$ cat src/rtl/loader_pkg.sv
// ---------------------------------------------------------------------------
// loader_pkg
// Shared types and constants for the UART instruction-memory boot loader.
//   state_t          : loader frame FSM states
//   rx_state_t       : UART receiver bit-phase states
//   HDR_BYTE         : frame header byte that starts (or restarts) a load
//   DEF_CLKS_PER_BIT : default bit period, 50 MHz / 115200 baud
// ---------------------------------------------------------------------------
package loader_pkg;

   typedef enum logic [2:0] {
      ST_IDLE,
      ST_LEN_LO,
      ST_LEN_HI,
      ST_DATA,
      ST_CHECK,
      ST_DONE,
      ST_ERROR
   } state_t;

   typedef enum logic [1:0] {
      RX_IDLE,
      RX_START,
      RX_DATA,
      RX_STOP
   } rx_state_t;

   localparam logic [7:0] HDR_BYTE         = 8'hA5;
   localparam int         DEF_CLKS_PER_BIT = 434;

endpackage

$ cat src/rtl/imem_uart_loader_uart_rx.sv
// ---------------------------------------------------------------------------
// uart_rx
// 8N1 UART receiver: two-flop synchroniser, bit timer, LSB-first shift
// register.
// Ports:
//   clock    in  : sole clock, rising edge
//   reset_n  in  : asynchronous active-low reset
//   rx       in  : serial input, idle high, asynchronous to clock
//   rx_byte  out : last received byte, valid with byte_vld
//   byte_vld out : one-cycle pulse, cycle after the stop-bit mid-sample
//   frm_err  out : one-cycle pulse when the stop bit samples low
// ---------------------------------------------------------------------------
module uart_rx
   import loader_pkg::*;
#(
   parameter int CLKS_PER_BIT = DEF_CLKS_PER_BIT
) (
   input  logic       clock,
   input  logic       reset_n,
   input  logic       rx,
   output logic [7:0] rx_byte,
   output logic       byte_vld,
   output logic       frm_err
);

   localparam int CNT_W = (CLKS_PER_BIT > 2) ? $clog2(CLKS_PER_BIT) : 1;

   rx_state_t        state, state_nxt;
   logic             rx_p0, rx_p1, rx_p2;
   logic [CNT_W-1:0] cnt;
   logic [2:0]       bit_idx;
   logic [7:0]       shreg;
   logic             half_hit, full_hit, fall;

   // rx_p2 is only the previous synchronised value, kept for edge detection
   assign fall     = rx_p2 & ~rx_p1;
   assign half_hit = (cnt == CNT_W'(CLKS_PER_BIT / 2 - 1));
   assign full_hit = (cnt == CNT_W'(CLKS_PER_BIT - 1));

   always_ff @(posedge clock or negedge reset_n) begin
      if (!reset_n) state <= RX_IDLE;
      else          state <= state_nxt;
   end

   always_comb begin
      state_nxt = state;
      case (state)
         RX_IDLE:  if (fall) state_nxt = RX_START;
         // a start bit that has gone high again by mid-bit was a glitch
         RX_START: if (half_hit) state_nxt = rx_p1 ? RX_IDLE : RX_DATA;
         RX_DATA:  if (full_hit && bit_idx == 3'd7) state_nxt = RX_STOP;
         RX_STOP:  if (full_hit) state_nxt = RX_IDLE;
         default:  state_nxt = RX_IDLE;
      endcase
   end

   always_ff @(posedge clock or negedge reset_n) begin
      if (!reset_n) begin
         rx_p0    <= 1'b1;
         rx_p1    <= 1'b1;
         rx_p2    <= 1'b1;
         cnt      <= '0;
         bit_idx  <= '0;
         shreg    <= '0;
         rx_byte  <= '0;
         byte_vld <= 1'b0;
         frm_err  <= 1'b0;
      end else begin
         rx_p0    <= rx;
         rx_p1    <= rx_p0;
         rx_p2    <= rx_p1;
         byte_vld <= 1'b0;
         frm_err  <= 1'b0;
         // timer restarts on every phase change and every full bit period
         if (state_nxt != state || full_hit) cnt <= '0;
         else if (state != RX_IDLE)          cnt <= cnt + 1'b1;
         if (state == RX_START) bit_idx <= '0;
         if (state == RX_DATA && full_hit) begin
            shreg   <= {rx_p1, shreg[7:1]};
            bit_idx <= bit_idx + 3'd1;
         end
         if (state == RX_STOP && full_hit) begin
            rx_byte  <= shreg;
            byte_vld <= rx_p1;
            frm_err  <= ~rx_p1;
         end
      end
   end

endmodule

$ cat src/rtl/imem_uart_loader.sv
// ---------------------------------------------------------------------------
// imem_uart_loader
// Boot loader: receives a program image over UART and writes it word by word
// into instruction memory while holding the processor in reset.
// Frame: A5, count lo, count hi, 4*N data bytes (little-endian words).
// Optional macro LOADER_CHECKSUM_EN: a trailing XOR-of-data byte is required
// and checked before the core is released.
// Ports:
//   clock      in  : sole clock, rising edge
//   reset_n    in  : asynchronous active-low reset
//   rx         in  : UART serial input, 8N1
//   insMemEn   out : one-cycle instruction-memory write strobe
//   insMemAddr out : word index being written
//   insMemData out : instruction word being written
//   cpuReset   out : processor reset, high except when the image is loaded
//   done       out : image loaded (level)
//   error      out : load aborted (level)
// ---------------------------------------------------------------------------
module imem_uart_loader
   import loader_pkg::*;
#(
   parameter int WIDTH        = 32,
   parameter int CLKS_PER_BIT = DEF_CLKS_PER_BIT,
   parameter int DEPTH        = 512
) (
   input  logic             clock,
   input  logic             reset_n,
   input  logic             rx,
   output logic             insMemEn,
   output logic [WIDTH-1:0] insMemAddr,
   output logic [WIDTH-1:0] insMemData,
   output logic             cpuReset,
   output logic             done,
   output logic             error
);

   localparam int IDX_W = (DEPTH > 1) ? $clog2(DEPTH) : 1;

   state_t           state, state_nxt;
   logic [7:0]       rx_byte;
   logic             byte_vld, frm_err;
   logic [7:0]       len_lo;
   logic [15:0]      word_cnt;
   logic [15:0]      n_now;
   logic [IDX_W-1:0] idx;
   logic [1:0]       lane;
   logic [31:0]      word_buf;
   logic [7:0]       csum;
   logic             hdr, last_word;

   uart_rx #(.CLKS_PER_BIT(CLKS_PER_BIT)) u_rx (
      .clock    (clock),
      .reset_n  (reset_n),
      .rx       (rx),
      .rx_byte  (rx_byte),
      .byte_vld (byte_vld),
      .frm_err  (frm_err)
   );

   assign hdr       = byte_vld && (rx_byte == HDR_BYTE);
   assign n_now     = {rx_byte, len_lo};
   assign last_word = ((32'(idx) + 32'd1) == 32'(word_cnt));

   always_ff @(posedge clock or negedge reset_n) begin
      if (!reset_n) state <= ST_IDLE;
      else          state <= state_nxt;
   end

   always_comb begin
      state_nxt = state;
      case (state)
         ST_IDLE: if (hdr) state_nxt = ST_LEN_LO;
         ST_LEN_LO: begin
            if (frm_err)       state_nxt = ST_ERROR;
            else if (byte_vld) state_nxt = ST_LEN_HI;
         end
         ST_LEN_HI: begin
            if (frm_err) state_nxt = ST_ERROR;
            else if (byte_vld) begin
               if (n_now == 16'd0)
`ifdef LOADER_CHECKSUM_EN
                  state_nxt = ST_CHECK;
`else
                  state_nxt = ST_DONE;
`endif
               else if (32'(n_now) > DEPTH) state_nxt = ST_ERROR;
               else                         state_nxt = ST_DATA;
            end
         end
         ST_DATA: begin
            if (frm_err) state_nxt = ST_ERROR;
            else if (byte_vld && lane == 2'd3 && last_word)
`ifdef LOADER_CHECKSUM_EN
               state_nxt = ST_CHECK;
`else
               state_nxt = ST_DONE;
`endif
         end
`ifdef LOADER_CHECKSUM_EN
         ST_CHECK: begin
            if (frm_err)       state_nxt = ST_ERROR;
            else if (byte_vld) state_nxt = (rx_byte == csum) ? ST_DONE : ST_ERROR;
         end
`endif
         ST_DONE, ST_ERROR: if (hdr) state_nxt = ST_LEN_LO;
         default: state_nxt = ST_IDLE;
      endcase
   end

   always_comb begin
      cpuReset = (state != ST_DONE);
      done     = (state == ST_DONE);
      error    = (state == ST_ERROR);
   end

   // write port and frame position: reset so a mid-frame reset drops the word
   always_ff @(posedge clock or negedge reset_n) begin
      if (!reset_n) begin
         insMemEn   <= 1'b0;
         insMemAddr <= '0;
         insMemData <= '0;
         word_cnt   <= '0;
         idx        <= '0;
         lane       <= '0;
      end else begin
         insMemEn <= 1'b0;
         if (state == ST_LEN_HI && byte_vld) begin
            word_cnt <= n_now;
            idx      <= '0;
            lane     <= '0;
         end
         if (state == ST_DATA && byte_vld) begin
            lane <= lane + 2'd1;
            if (lane == 2'd3) begin
               insMemEn   <= 1'b1;
               insMemAddr <= WIDTH'(idx);
               insMemData <= WIDTH'({rx_byte, word_buf[23:0]});
               // stop at N-1 so the index never wraps
               if (!last_word) idx <= idx + 1'b1;
            end
         end
      end
   end

   // pure data: always written before it is consumed, so no reset needed
   always_ff @(posedge clock) begin
      if (state == ST_LEN_LO && byte_vld) len_lo <= rx_byte;
      if (state == ST_LEN_HI && byte_vld) csum <= 8'h00;
      if (state == ST_DATA && byte_vld) begin
         word_buf[8*lane +: 8] <= rx_byte;
         csum                  <= csum ^ rx_byte;
      end
   end

endmodule
$ cat config.mk
export PLATFORM = sky130hd
export DESIGN_NAME = imem_uart_loader
export DESIGN_NICKNAME = d
export VERILOG_FILES = /design/src/rtl/loader_pkg.sv /design/src/rtl/imem_uart_loader_uart_rx.sv /design/src/rtl/imem_uart_loader.sv
export SDC_FILE = /design/constraint.sdc
export NUM_CORES = 1
export LEC_CHECK = 0
export ABC_AREA = 1
export CAP_MARGIN = 20
export CORE_UTILIZATION = 56
export CTS_BUF_LIST = sky130_fd_sc_hd__clkbuf_16
export CTS_CLUSTER_DIAMETER = 120
export DETAILED_ROUTE_END_ITERATION = 10
export PLACE_DENSITY_LB_ADDON = 0.2
export SYNTH_ARGS = -nofsm -noshare
export SYNTH_HDL_FRONTEND = slang
export SYNTH_SLANG_ARGS = --single-unit
$ cat constraint.sdc
create_clock -name clock -period 2.2 [get_ports clock]
set_input_delay 0.22 -clock clock [delete_from_list [all_inputs] [get_ports clock]]
set_output_delay 0.22 -clock clock [all_outputs]
set_load 0.01 [all_outputs]
==> flow_summary.toml <==
[placement]
port_buffers = 47
gp_congestion = 0.836
place_hpwl_mm = 8.44

[setup_path]
end_kind = "register"
path_delay_family = "simple AND/OR/NAND/NOR gates"
cp-start-kind = "register"
crit_top_cell = "nand2_1"
path_cells = "ha_2, nand2_1, nor2_2, nand3_1, nand3_1, nand2_1, inv_1, nand2_1, nor2_4, nand3_1, nand2_1, nand2_1, nand2_1, nand2_1"
crit_buf_inv = 1
critPathKind = "register to register"
cp_max_fo = 7
crit_required_ns = 2.50
worst_path_max_delay_cell = "dfrtp_2"
ff2ff_setup_slack_ns = 0.22
critPathArrivalTime_ns = 2.28
critical_path.max_stage_delay_ns = 0.42

[floorplan]
ios = 71
die_w_microns = 108
core_area_sq_um = 10800
die_y_microns = 108
rows = 38
die_area_sq_um = 11600
initial_core_util = 0.575

[drt]
ant_nets = 0
wl_mm = 11.8
vias_per_cell = 5.03
drt_pass1_iterations = 4
drtIter0Drc = 254
drc = 0
routed-via-count = 4577
wire_per_inst_microns = 13.0

[sta]
fin_worst_skew_ns = 0.0132
fin_tns_setup_ns = 0
period_minus_slack_ns = 1.98
slew_violations = 0
worst_pin_slew_ns = 0.823
fmax_mhz = 504
finalHoldViolCount = 0
setup_violations = 0
rsz0062_at_grt = "false"
hold_slack_ns = 0.216
fin_crit_sh = 0.901
relSlewSlack = 0.450

[synth]
synth_cells = 692
ys_types = 39
ys_ff_latch = 139
async_reset_ff_frac = 0.770
avgSynthCellArea_sq_um = 9.02
synth_seq_area_share = 0.584
synth_top_flop_cell = "dfrtp_1"
synth_edf_count = 32
synth_area_sq_um = 6240
ys.warnings.count = 0

[run_status]
run_status = "finished clean"

[global_routing]
grt.overflow.total = 0
track_usage = 0.227
antenna_found_initial = 0
grt_pass1_vias = 4355
grt_pass1_wl_mm = 19.9
grt_max_degree = 58

[job]
cap_violations = 0

[power]
power_density_nw_per_um2 = 763
leakagePower_uw = 0.00331
ir_worst_vdd_mv = 0.514

[final_layout]
seqCellArea_sq_um = 3640
fillers = 844
drive_above_1_share = 0.0818
diodes = 0
syn2layout_area_growth_pct = 18.8
fin_nets = 771
multi_input_area_sq_um = 2170

[clocking]
clk_latency_ns = 0.42
cts_buffers = 17
root_buffer = "clkbuf_16"
cts_tree = "done"
clk_pin_slew_ns = 0.05
numClockSinks = 139
clock_path_buffers = 2
cts_max_level = 4

[worst_hold_path]
min_path_type = "input port to register"
[report_power, final]
group	total (uW)	internal, uW	switching (uW)
Sequential	2710	2670	39.5
Clock	2730	1740	993
Combinational	212	66.1	146
Total	5650	4480	1180
[final timing paths]
path,from,endpoint,depth (start not counted)
worst max-delay path,idx[0],state[2],14
worst min-delay path,rx,u_rx.rx_p0,1
worst max register to register,idx[0],state[2],14
worst min register to register,u_rx.rx_p0,u_rx.rx_p1,0
max in group asynchronous,reset_n,insMemEn,3
min in group asynchronous,reset_n,insMemAddr[7],2
[layout make-up]
class	count	share of cell area
clock buffer	17	0.0574
clock inverter	15	0.0196
inverter	67	0.0339
multi-input combinational	470	0.293
sequential	139	0.492
tap	140	0.0236
timing repair buffer	62	0.0804
[flip-flops by register name (all words and copies together) (netlist names), 8 cells and up]
name	flops
idx	9
u_rx.shreg	8
insMemAddr	9
len_lo	8
word_cnt	16
word_buf	24
u_rx.rx_byte	8
u_rx.cnt	9
insMemData	32
[what timing repair did]
item	in CTS	in global routing
gates resized for setup	0	3
setup buffers	0	1
setup endpoints to repair	0	11
hold endpoints to repair	31	0
hold buffers	1	0
[layout by cell type (no fill, tap or decap), types with 2 or more instances in the layout]
master and count:
clkbuf_16 17, clkinv_1 4, bufinv_16 3, o21ai_1 14, nand3_1 41, conb_1 23, inv_1 69, edfxtp_1 32
nand2_2 3, nor3_1 14, nand4_1 5, clkinv_2 2, dfstp_2 3, clkinvlp_4 2, a32o_1 2, xnor2_1 2
buf_4 14, nand2_1 211, dfrtp_1 103, nor2_1 68, inv_2 2, xor2_1 5, o21ai_0 44, nor2_2 6
ha_1 10, nand3_2 4, clkdlybuf4s50_1 46, a21oi_1 5
[layer usage]
metal	share of wire	wire, microns	up-vias	track usage
met5	0	0	-	0
met4	0.016	194	0	0.0998
met3	0.042	495	17	0.0551
met2	0.49	5790	102	0.359
met1	0.45	5370	2146	0.298
li1	-	-	2312	-
[kinds of logic (layout without fill, tap and decap cells)]
group / after synthesis / count (layout) / share of synthesized area
compound gates: 72 / 72 / 0.0622
xor+xnor: 7 / 7 / 0.00983
fa+ha+maj: 11 / 11 / 0.0221
buf+inv: 105 / 161 / 0.0818
flops: 139 / 139 / 0.584
mux: 1 / 1 / 0.00180
other cells: 1 / 23 / 0.000601
simple gates: 356 / 356 / 0.238
[through the flow]
stage / util / instances / power [uW] / cell area [sq um] / setup WS [ns]
global placement: 0.629 / 876 / 2960 / 6820 / 0.327
finish: 0.684 / 910 / 5650 / 7410 / 0.217
global route: 0.684 / 910 / 5860 / 7410 / 0.0149
floorplan: - / 714 / 2910 / 6320 / 0.457
CTS: 0.682 / 909 / 5700 / 7400 / 0.115
detailed placement: 0.629 / 876 / 2970 / 6820 / 0.163
[cells in the mapped netlist, drive strengths merged (6+ instances only)]
master,instances,share of area
nand2,215,0.13
nor2,75,0.048
inv,66,0.040
nor3,14,0.011
ha,11,0.022
clkbuf,6,0.0036
buf,32,0.038
edfxtp,32,0.15
o21ai,59,0.048
dfrtp,104,0.42
nand3,45,0.039
Note: power is estimated with default switching activity, not from simulation.
